**src/rtl/coeff_packer.sv**
```systemverilog
// coeff_packer: packs a stream of w-bit polynomial coefficients (w = 11..13,
// chosen by poly_q) LSB-first into 32-bit output words.
//
// Ports
//   clk        single clock, rising edge
//   resetn     synchronous reset, active HIGH (legacy name)
//   poly_n     coefficient count n, captured while resetn=1
//   poly_q     modulus select (w = 11 + poly_q, 3 -> 13), captured while resetn=1
//   in_coeff   coefficient, reduced mod q by truncation to w bits
//   in_valid   / in_ready   input handshake
//   out_word   packed word, valid when out_valid
//   out_valid  / out_ready  output handshake
//   out_last   final word of the polynomial
//   done       sticky completion flag (last word consumed)
module coeff_packer #(
  parameter int OUT_W = 32
) (
  input  logic             clk,
  input  logic             resetn,
  input  logic [9:0]       poly_n,
  input  logic [1:0]       poly_q,
  input  logic [12:0]      in_coeff,
  input  logic             in_valid,
  output logic             in_ready,
  output logic [OUT_W-1:0] out_word,
  output logic             out_valid,
  input  logic             out_ready,
  output logic             out_last,
  output logic             done
);

  typedef enum logic [1:0] {PACK, FLUSH, DONE} state_t;

  state_t      state, state_nxt;
  logic [43:0] bbuf;
  logic [5:0]  fill;
  logic [9:0]  cnt, n_r;
  logic [1:0]  q_r;
  logic [31:0] word_r;
  logic        vld_r, last_r;

  logic [3:0]  w;
  logic [12:0] cmask;
  logic        slot, emit, pad, rdy, acc;
  logic [43:0] buf_s, buf_n;
  logic [5:0]  fill_s, fill_n;

  always_comb begin
    w     = (q_r == 2'd3) ? 4'd13 : 4'd11 + {2'b00, q_r};
    // 1<<13 wraps to 0 in 13 bits, so the w=13 mask is all ones
    cmask = in_coeff & ((13'd1 << w) - 13'd1);
    slot  = !vld_r || out_ready;
    emit  = (state != DONE) && (fill >= 6'd32) && slot;
    // final partial word in FLUSH, zero padded (upper buffer bits are already 0)
    pad   = (state == FLUSH) && (fill != 6'd0) && (fill < 6'd32) && slot;
    rdy   = (state == PACK) && (cnt < n_r) && ((fill < 6'd32) || emit);
    acc   = in_valid && rdy;
    buf_s  = emit ? {32'b0, bbuf[43:32]} : bbuf;
    fill_s = emit ? fill - 6'd32 : fill;
    // fill_s < 32 whenever acc, so the new coefficient ends at bit <= 43
    buf_n  = acc ? (buf_s | ({31'b0, cmask} << fill_s)) : buf_s;
    fill_n = acc ? fill_s + {2'b00, w} : fill_s;
  end

  always_comb begin
    state_nxt = state;
    case (state)
      PACK: begin
        if (n_r == 10'd0)                         state_nxt = DONE;
        else if (acc && (cnt == n_r - 10'd1))     state_nxt = FLUSH;
      end
      FLUSH: if (vld_r && out_ready && last_r)    state_nxt = DONE;
      default:                                    state_nxt = DONE;
    endcase
  end

  always_ff @(posedge clk) begin
    if (resetn) begin
      state  <= PACK;
      bbuf   <= '0;
      fill   <= '0;
      cnt    <= '0;
      word_r <= '0;
      vld_r  <= 1'b0;
      last_r <= 1'b0;
      n_r    <= poly_n;
      q_r    <= poly_q;
    end else begin
      state <= state_nxt;
      if (acc) cnt <= cnt + 10'd1;
      if (pad) begin
        bbuf   <= '0;
        fill   <= '0;
        word_r <= bbuf[31:0];
        vld_r  <= 1'b1;
        last_r <= 1'b1;
      end else begin
        bbuf <= buf_n;
        fill <= fill_n;
        if (emit) begin
          word_r <= bbuf[31:0];
          vld_r  <= 1'b1;
          // in FLUSH nothing more arrives: an emit leaving fill=0 ends the stream
          last_r <= (state == FLUSH) && (fill == 6'd32);
        end else if (out_ready) begin
          vld_r  <= 1'b0;
        end
      end
    end
  end

  // outputs forced low for the whole reset cycle, not just after its edge
  always_comb begin
    in_ready  = rdy && !resetn;
    out_valid = vld_r && !resetn;
    out_last  = last_r && !resetn;
    out_word  = resetn ? '0 : OUT_W'(word_r);
    done      = (state == DONE) && !resetn;
  end

endmodule
```
**config.mk**
```make
export PLATFORM = sky130hd
export DESIGN_NAME = coeff_packer
export DESIGN_NICKNAME = d
export VERILOG_FILES = /design/src/rtl/coeff_packer.sv
export SDC_FILE = /design/constraint.sdc
export NUM_CORES = 1
export LEC_CHECK = 0
export ABC_AREA = 1
export CAP_MARGIN = 20
export CORE_MARGIN = 3
export CORE_UTILIZATION = 69
export DETAILED_ROUTE_END_ITERATION = 12
export DONT_BUFFER_PORTS = 1
export GPL_ROUTABILITY_DRIVEN = 0
export GPL_TIMING_DRIVEN = 0
export HOLD_SLACK_MARGIN = 0.15
export PLACE_DENSITY = 0.89
export SLEW_MARGIN = 15
export SYNTH_ARGS = -nofsm -noshare
export SYNTH_HDL_FRONTEND = slang
export SYNTH_SLANG_ARGS = --single-unit
```
**constraint.sdc**
```tcl
create_clock -name clk -period 5.68 [get_ports clk]
set_input_delay 0.568 -clock clk [delete_from_list [all_inputs] [get_ports clk]]
set_output_delay 0.568 -clock clk [all_outputs]
set_load 0.01 [all_outputs]
```
==> qor.yml <==
setup_path:
  worstPathCellList: "inv_2 > nor2_1 > inv_2 > nand3_2 > clkbuf_1 > ha_1 > clkbuf_1 > inv_1 > nor2_4 > buf_6 > nand3_1 > a21oi_1"
  cp-startpoint: "vld_r"
  cp-end-kind: "register"
  reg2reg_from: "vld_r"
  r2r_setup_slack_ps: 2760
  cp-endpoint: "bbuf[24]"
  worstPathRequired_ps: 5980
  start_kind: "register"
  critPathMaxFanout: 10
  critPathMaxStageDelay_ps: 400
  timing.rr.end: "bbuf[24]"
  crit_arrival_ps: 3230
  cp_slowest_cell: "clkbuf_1"
  worst_r2r_path_depth: 12
  crit_type: "register to register"
synthesis:
  ys_warn_count: 0
  ys.flop_type: "dfxtp_1"
  synthCells: 917
  yosysMostFrequentCell: "nand2_1"
  synth_edf_count: 12
  synth.distinct_cells: 44
  ys_seq_elements: 108
  synth_area_leader_cell: "dfxtp_1"
  synth-async-reset-ratio: 0
  synth_area_leaders: "dfxtp_1, nand2_1, nand3_1, nor2_1, a21oi_1"
  syn-num-nets: 964
  synth_area_per_cell_um2: 6.73
  syn_area_mm2: 0.00617
  synth_top_cell_area_share: 0.311
  ys_seq_area_frac: 0.370
  synth_common_cells: "nand2_1, nor2_1, dfxtp_1, inv_1, nand3_1"
timing:
  finClkSkew_ps: 17.4
  period_share: 0.515
  rsz0062_at_grt: "false"
  slew_violations: 0
  finalHoldViolations: 0
  fin_setup_tns_ps: 0
  post-route-min-period_ps: 2920
  slew_headroom: 0.652
  tightest_slew_ps: 522
  finalSetupViolations: 0
  fmax_mhz: 342
final_layout:
  final_nets: 975
  seqCellArea_mm2: 0.00228
  area_growth_pct: 5.21
  drive_gt1_frac: 0.0857
  multiInputGateArea_mm2: 0.00321
  nFillCells: 674
  antenna_cells: 0
flow_run:
  cap_violations: 0
clocking:
  clkSinkCount: 108
  post-cts-setup-buffer-count: 0
  clock_latency_ps: 380
  htreeDepth: 3
  cts_buffer_depth: 2
  cts_tree: "built"
  path_clk_slew_ps: 120
  postCtsHoldBufs: 0
  ctsResizeCount: 0
  cts_buffers: 9
  root_buffer: "clkbuf_8"
floorplan:
  die-width_um: 101
  die_height_um: 101
  std_cell_rows: 33
  start_util: 0.729
  die-area_mm2: 0.0101
  coreArea_mm2: 0.00846
  pin_count: 65
power_and_ir_drop:
  p_switching_mw: 1.55
  powerDensity_mw_per_mm2: 502
  peakVddDrop_mv: 0.303
  power.total_mw: 3.26
  seq_power_share: 0.340
  pwr-share-comb: 0.515
  p_leak_nw: 2.85
  clock_power_share: 0.144
  switching_share: 0.475
  p_int_mw: 1.71
global_route:
  antenna_found_initial: 0
  top_usage_layer: "met2"
  grt_pass1_wl_um: 27000
  use_met2: 0.536
  grt.met1_usage: 0.425
  grt_max_degree: 20
  grt_pass1_vias: 5879
  grt_use_met3: 0.0782
  grt-ovfl-total: 0
  grt_util_all_layers: 0.330
worst_hold_path:
  min_path_type: "primary input to register"
drt:
  wl_per_cell_um: 15.8
  drt-vias-per-instance: 6.06
  drtAntennaViolNets: 0
  drc: 0
  drtIter0Drc: 820
  drt_pass1_iterations: 8
  detail_route.wirelength_um: 16400
  vias: 6291
placed_design:
  dpl.hpwl_um: 12400
  io_buffers: 0
run_status:
  outcome: "finished clean"
[worst min-delay path by stage]
| stage | startpoint | to | slack (ps) | cells past startpoint |
|---|---|---|---|---|
| 4_1_cts | poly_q[0] | q_r[0] | 270 | 0 |
| 3_5_place_dp | word_r[12] | word_r[12] | 450 | 2 |
| 3_3_place_gp | word_r[27] | word_r[27] | 440 | 2 |
| 6_report | poly_q[0] | q_r[0] | 270 | 0 |
| 5_1_grt | poly_q[1] | q_r[1] | 260 | 0 |
| 2_1_floorplan | word_r[0] | word_r[0] | 430 | 2 |
[kinds of logic (layout without fill, tap and decap cells)]
logic type	count (synthesis)	after routing	synth area share
AO/OA/AOI/OAI	164	164	0.144
XOR/XNOR	10	10	0.0142
adder cells (fa/ha/maj)	18	18	0.0377
buffers and inverters	154	170	0.110
flip-flops	108	108	0.370
AND/OR/NAND/NOR	463	463	0.324
[worst max-delay path: cells and delay by family, from the launching register on]
kind            cells  cell delay [ps]
buf+inv             6             1310
compound gates      1              200
fa+ha+maj           1              180
flops               1              360
simple gates        4              790
[power groups by stage]
stage                     logic, mW  registers [mW]  clock network (mW)
final                          1.68            1.11               0.470
after global routing           1.86            1.13               0.489
after CTS                      1.63            1.11               0.465
after detailed placement       1.62            1.13                   0
after global placement         1.56            1.12                   0
after floorplan                1.26            1.09                   0
[metrics by stage]
stage	std cells	hold slack (ps)	instance area, um2	setup WS [ps]	utilization
6_report	1038	271	6490	2760	0.767
5_1_grt	1038	262	6490	2510	0.767
4_1_cts	1038	273	6490	2870	0.767
3_5_place_dp	1022	448	6300	2670	0.745
3_3_place_gp	1022	442	6300	2780	0.745
2_1_floorplan	917	430	6170	3300	-
[area by class of cell]
cell class / count / area share
buffer: 50 / 0.0447
inverter: 104 / 0.0603
clock inverter: 6 / 0.00809
clock buffer: 10 / 0.0212
multi-input combinational: 655 / 0.494
tap: 105 / 0.0202
sequential: 108 / 0.351
[cell usage in the layout (no fill, tap or decap), types with 2 or more instances in the layout]
cell,synthesis,layout
a211oi_2,2,2
clkbuf_1,16,16
nor4_1,2,2
o211ai_1,3,3
edfxtp_1,12,12
nor2_4,4,4
inv_2,9,9
dfxtp_1,96,96
o21ai_1,37,37
inv_6,0,3
nor3_1,11,11
ha_1,17,17
or2_2,2,2
nand3_1,80,80
nand3_2,2,2
buf_6,10,10
nand2_1,233,233
nor2_2,4,4
clkbuf_8,0,10
xnor2_1,6,6
or2_1,3,3
inv_1,94,94
a31oi_1,5,5
buf_1,4,4
buf_2,19,19
xor2_1,4,4
o21ai_2,2,2
nand2_2,2,2
a21oi_1,73,73
nor2_1,103,103
nand4_1,13,13
o21ai_0,32,32
o21a_1,4,4
[state kept, by name (all words and copies together) (netlist names)]
register and flops:
q_r 2, n_r 10, fill 6, state 2
bbuf 44, vld_r 1, last_r 1, word_r 32
cnt 10
[layer usage]
layer | routed length [um] | share of wire | vias up
li1 | - | - | 2983
met1 | 6520 | 0.40 | 2822
met2 | 7560 | 0.46 | 397
met3 | 1680 | 0.10 | 89
met4 | 583 | 0.036 | 0
met5 | 0 | 0 | -
(Power assumes the default switching activity.)
